### src/rtl/keccak_pkg.sv
// Shared Keccak constants and types for the slice-serial rho stages.
// Both the forward rotate and the inverse stage read RHO_OFF from here.
package keccak_pkg;

  localparam int NSLICE = 64;
  localparam int NLANE  = 25;
  localparam int ZW     = $clog2(NSLICE);

  typedef logic [NLANE-1:0] slice_t;

  typedef enum logic {
    LOAD   = 1'b0,
    UNLOAD = 1'b1
  } state_t;

  // Rotation amount of lane i = x + 5*y
  localparam logic [ZW-1:0] RHO_OFF [NLANE] = '{
    6'd0,  6'd1,  6'd62, 6'd28, 6'd27,
    6'd36, 6'd44, 6'd6,  6'd55, 6'd20,
    6'd3,  6'd10, 6'd43, 6'd25, 6'd39,
    6'd41, 6'd45, 6'd15, 6'd21, 6'd8,
    6'd18, 6'd2,  6'd61, 6'd56, 6'd14
  };

  function automatic int idx(input int x, input int y);
    return x + 5 * y;
  endfunction

endpackage

### src/rtl/rho_unrotate.sv
// Inverse rho: buffers one slice-serial state (64 x 25 bits) and replays it
// with every lane shifted back by its rho offset. Half-duplex load/unload.
module rho_unrotate
  import keccak_pkg::*;
(
  input  logic        clk,
  input  logic        rst_n,
  input  logic        in_valid,
  output logic        in_ready,
  input  logic [24:0] in_slice,
  output logic        out_valid,
  input  logic        out_ready,
  output logic [24:0] out_slice,
  output logic [5:0]  out_z,
  output logic        done
);

  state_t         state_reg;
  logic [ZW-1:0]  cnt_reg;
  slice_t         slice_mem [NSLICE];
  slice_t         rd_slice;

  logic unloading;
  logic in_fire;
  logic out_fire;
  logic last_cnt;

  assign unloading = (state_reg == UNLOAD);
  assign in_fire   = in_valid && !unloading;
  assign out_fire  = unloading && out_ready;
  assign last_cnt  = &cnt_reg;

  // One counter serves both phases: write index in LOAD, output z in UNLOAD.
  always_ff @(posedge clk or negedge rst_n) begin
    if (!rst_n) begin
      state_reg <= LOAD;
      cnt_reg   <= '0;
      for (int k = 0; k < NSLICE; k++) begin
        slice_mem[k] <= '0;
      end
    end else if (in_fire) begin
      slice_mem[cnt_reg] <= in_slice;
      cnt_reg            <= cnt_reg + 1'b1;
      if (last_cnt) begin
        state_reg <= UNLOAD;
      end
    end else if (out_fire) begin
      cnt_reg <= cnt_reg + 1'b1;
      if (last_cnt) begin
        state_reg <= LOAD;
      end
    end
  end

  // Lane i of output slice z lives in stored slice (z + off_i) mod 64.
  for (genvar gy = 0; gy < 5; gy++) begin : g_row
    for (genvar gx = 0; gx < 5; gx++) begin : g_col
      localparam int LANE = idx(gx, gy);
      logic [ZW-1:0] rd_addr;
      assign rd_addr        = cnt_reg + RHO_OFF[LANE];
      assign rd_slice[LANE] = slice_mem[rd_addr][LANE];
    end
  end

  assign in_ready  = !unloading;
  assign out_valid = unloading;
  assign out_z     = unloading ? cnt_reg : '0;
  assign out_slice = unloading ? rd_slice : '0;
  assign done      = out_fire && last_cnt;

endmodule

### config.mk
export PLATFORM = sky130hd
export DESIGN_NAME = rho_unrotate
export DESIGN_NICKNAME = d
export VERILOG_FILES = /design/src/rtl/keccak_pkg.sv /design/src/rtl/rho_unrotate.sv
export SDC_FILE = /design/constraint.sdc
export NUM_CORES = 2
export LEC_CHECK = 0
export CORE_MARGIN = 10
export CORE_UTILIZATION = 60
export CTS_CLUSTER_SIZE = 20
export DETAILED_ROUTE_END_ITERATION = 7
export HOLD_SLACK_MARGIN = 0.12
export PLACE_DENSITY = 0.78
export SYNTH_ARGS = -nofsm -noshare
export SYNTH_HDL_FRONTEND = slang
export SYNTH_SLANG_ARGS = --single-unit
### constraint.sdc
create_clock -name clk -period 8.2 [get_ports clk]
set_input_delay 2.46 -clock clk [delete_from_list [all_inputs] [get_ports clk]]
set_output_delay 2.46 -clock clk [all_outputs]
set_load 0.01 [all_outputs]
==> results.json <==
{
  "synthDominantAreaCellType": "dfrtp_1",
  "largest_reg_flops": 1600,
  "hold_slack_ns": 0.491,
  "rows": 129,
  "gp_congestion": 0.879,
  "tightest_slew_ns": 1.54,
  "core_um2": 124000,
  "layout_min_cycle_time_ns": 8.18,
  "max-slew-margin-rel_pct": -3.28,
  "clk_latency_ns": 0.83,
  "cts_setup_buffers": 0,
  "syn_to_final_growth_pct": 9.94,
  "cts_buffers": 165,
  "arrival_ns": 5.72,
  "fillers": 8439,
  "setup_viol": 0,
  "cts_tree": "yes",
  "nets": 4692,
  "report.power.total_mw": 31.6,
  "place_area_um2": 76400,
  "ff_latch_area_um2": 40200,
  "cp-start-kind": "flip-flop",
  "die_area_um2": 139000,
  "leakagePower_nw": 37.7,
  "initial_core_util_pct": 60.3,
  "synth.avg_cell_area_um2": 15.8,
  "cap_violations": 1,
  "route.detailed.drc": 0,
  "violations": "capacitance limit, slew limit",
  "power_density_nw_per_um2": 386,
  "fin_util_pct": 66.3,
  "ys_top_cells_by_count": "dfrtp_1 (1607), mux2_2 (1607), mux4_2 (434), clkbuf_1 (192), nand2_1 (118)",
  "drive_gt1_share_pct": 53.6,
  "yosys-top-cells-area": "dfrtp_1 (54%), mux2_2 (24%), mux4_2 (13%)",
  "clk_pin_slew_ns": 0.06,
  "drt_pass1_iterations": 5,
  "path_class": "reg -> out",
  "grt.total_usage_pct": 31.1,
  "ys_seq_area_share_pct": 53.9,
  "max_freq_mhz": 122,
  "fin_cells": 6416,
  "grt_max_degree": 190,
  "via_count": 44200,
  "die_w_um": 373,
  "synth_ff_type": "dfrtp_1",
  "postSynth.asyncResetShare_pct": 100,
  "setup_tns_ns": 0,
  "rsz0062_at_grt": "no",
  "multiInputGateArea_um2": 32400,
  "ctsHoldBuffers": 0,
  "synth.net_count": 4778,
  "hpwl_um": 129000,
  "yosysUniqueCellTypes": 61,
  "pin_count": 63,
  "dp_cells": 6112,
  "grt_pass1_wl_um": 320000,
  "peakVddDrop_v": 0.000453,
  "drt_iter0_drc": 5077,
  "fin_worst_skew_ns": 0.0281,
  "io_buffers": 62,
  "viasPerCell": 6.89,
  "place_ws_ns": 1.13,
  "worst_slack_ns": 0.0178,
  "period_share_pct": 99.8,
  "dieHeight_um": 373,
  "routed_wl_um": 218000,
  "ant_nets": 0,
  "cts_resized": 0,
  "cp.required_ns": 5.74,
  "globalRoute.totalOverflow": 0,
  "cts_buffer_depth": 3,
  "routedWlPerCell_um": 33.9,
  "syn-instance-count": 4728,
  "final_area_um2": 82000,
  "antenna_found_initial": 8,
  "cts_max_level": 4,
  "synth_enable_flop_cells": 0,
  "hp-class": "reg -> reg",
  "synth_area_um2": 74600,
  "synth_warnings": 0,
  "synth-seq-cells": 1607,
  "hold_viol_final": 0,
  "synth_top_area_share_pct": 53.9,
  "crit_fanout": 32,
  "root_buffer": "clkbuf_16",
  "outcome": "finished with violations",
  "worst_setup_path_end_kind": "output port",
  "final_max_slew_viol_count": 5,
  "grt_pass1_vias": 45800,
  "cts_sinks": 1607
}
[metal layers]
layer	vias up	wire [µm]	GRT usage, %	part of all wire (%)
li1	17400	-	-	-
met1	24000	86600	42.3	40
met2	2195	99400	46.7	46
met3	623	19800	7.72	9.1
met4	4	11700	15.4	5.4
met5	-	26	0.0343	0.012
[cell type report]
| cell class | instances | share of cell area (%) |
|---|---|---|
| Tap cell | 1637 | 2.50 |
| Clock buffer | 244 | 6.05 |
| Sequential cell | 1607 | 49.0 |
| Inverter | 10 | 0.0458 |
| Multi-Input combinational cell | 2662 | 39.5 |
| Timing Repair Buffer | 196 | 2.10 |
| Clock inverter | 55 | 0.734 |
| Antenna cell | 5 | 0.0153 |
[power by group]
part	switching, mW	internal, mW	leakage [nW]
Clock	3.21	4.50	2.77
Sequential	1.41	10.4	21.4
Combinational	6.16	5.99	13.5
[final timing paths]
path	cells past startpoint	start	to	slack, ns
max	8	cnt_reg[4]	out_slice[13]	0.02
min	1	slice_mem[1218]	slice_mem[1218]	0.49
max reg2reg	6	cnt_reg[4]	slice_mem[854]	3.80
min reg2reg	1	slice_mem[1218]	slice_mem[1218]	0.49
max in group asynchronous	2	rst_n	cnt_reg[1]	4.80
min in group asynchronous	1	rst_n	slice_mem[619]	1.60
[worst max-delay path, stage by stage (launching register included)]
cell and delay [ns]:
dfrtp_2 1.12, inv_2 0.59, ha_1 0.57, a21boi_0 0.22, xor2_1 0.55, mux4_2 0.35, o2111ai_1 0.13, a21oi_1 0.67
clkdlybuf4s50_1 0.68
[cells in the final DEF (no fill, tap or decap), drive strengths merged, types with 11 or more instances in the layout]
| cell type | instances |
|---|---|
| clkinv | 36 |
| a21oi | 31 |
| o21ai | 14 |
| mux2 | 1612 |
| mux2i | 68 |
| inv | 17 |
| a22oi | 13 |
| ha | 21 |
| mux4 | 434 |
| nand3 | 51 |
| clkbuf | 244 |
| nor3 | 11 |
| nor2 | 75 |
| xor2 | 18 |
| nand4 | 16 |
| buf | 159 |
| nand2 | 119 |
| and3 | 14 |
| dfrtp | 1607 |
| a31oi | 13 |
| nor2b | 12 |
| xnor2 | 38 |
| clkdlybuf4s50 | 37 |
| and2 | 11 |
[cells by family after synthesis]
family / after synthesis / synth area share, %
compound gates: 143 / 1.36
fa+ha+maj: 21 / 0.352
mux: 2114 / 38.3
flops: 1607 / 53.9
xor+xnor: 56 / 0.688
simple gates: 328 / 2.19
buf+inv: 459 / 3.17
Power figures use the tool's default switching activity.
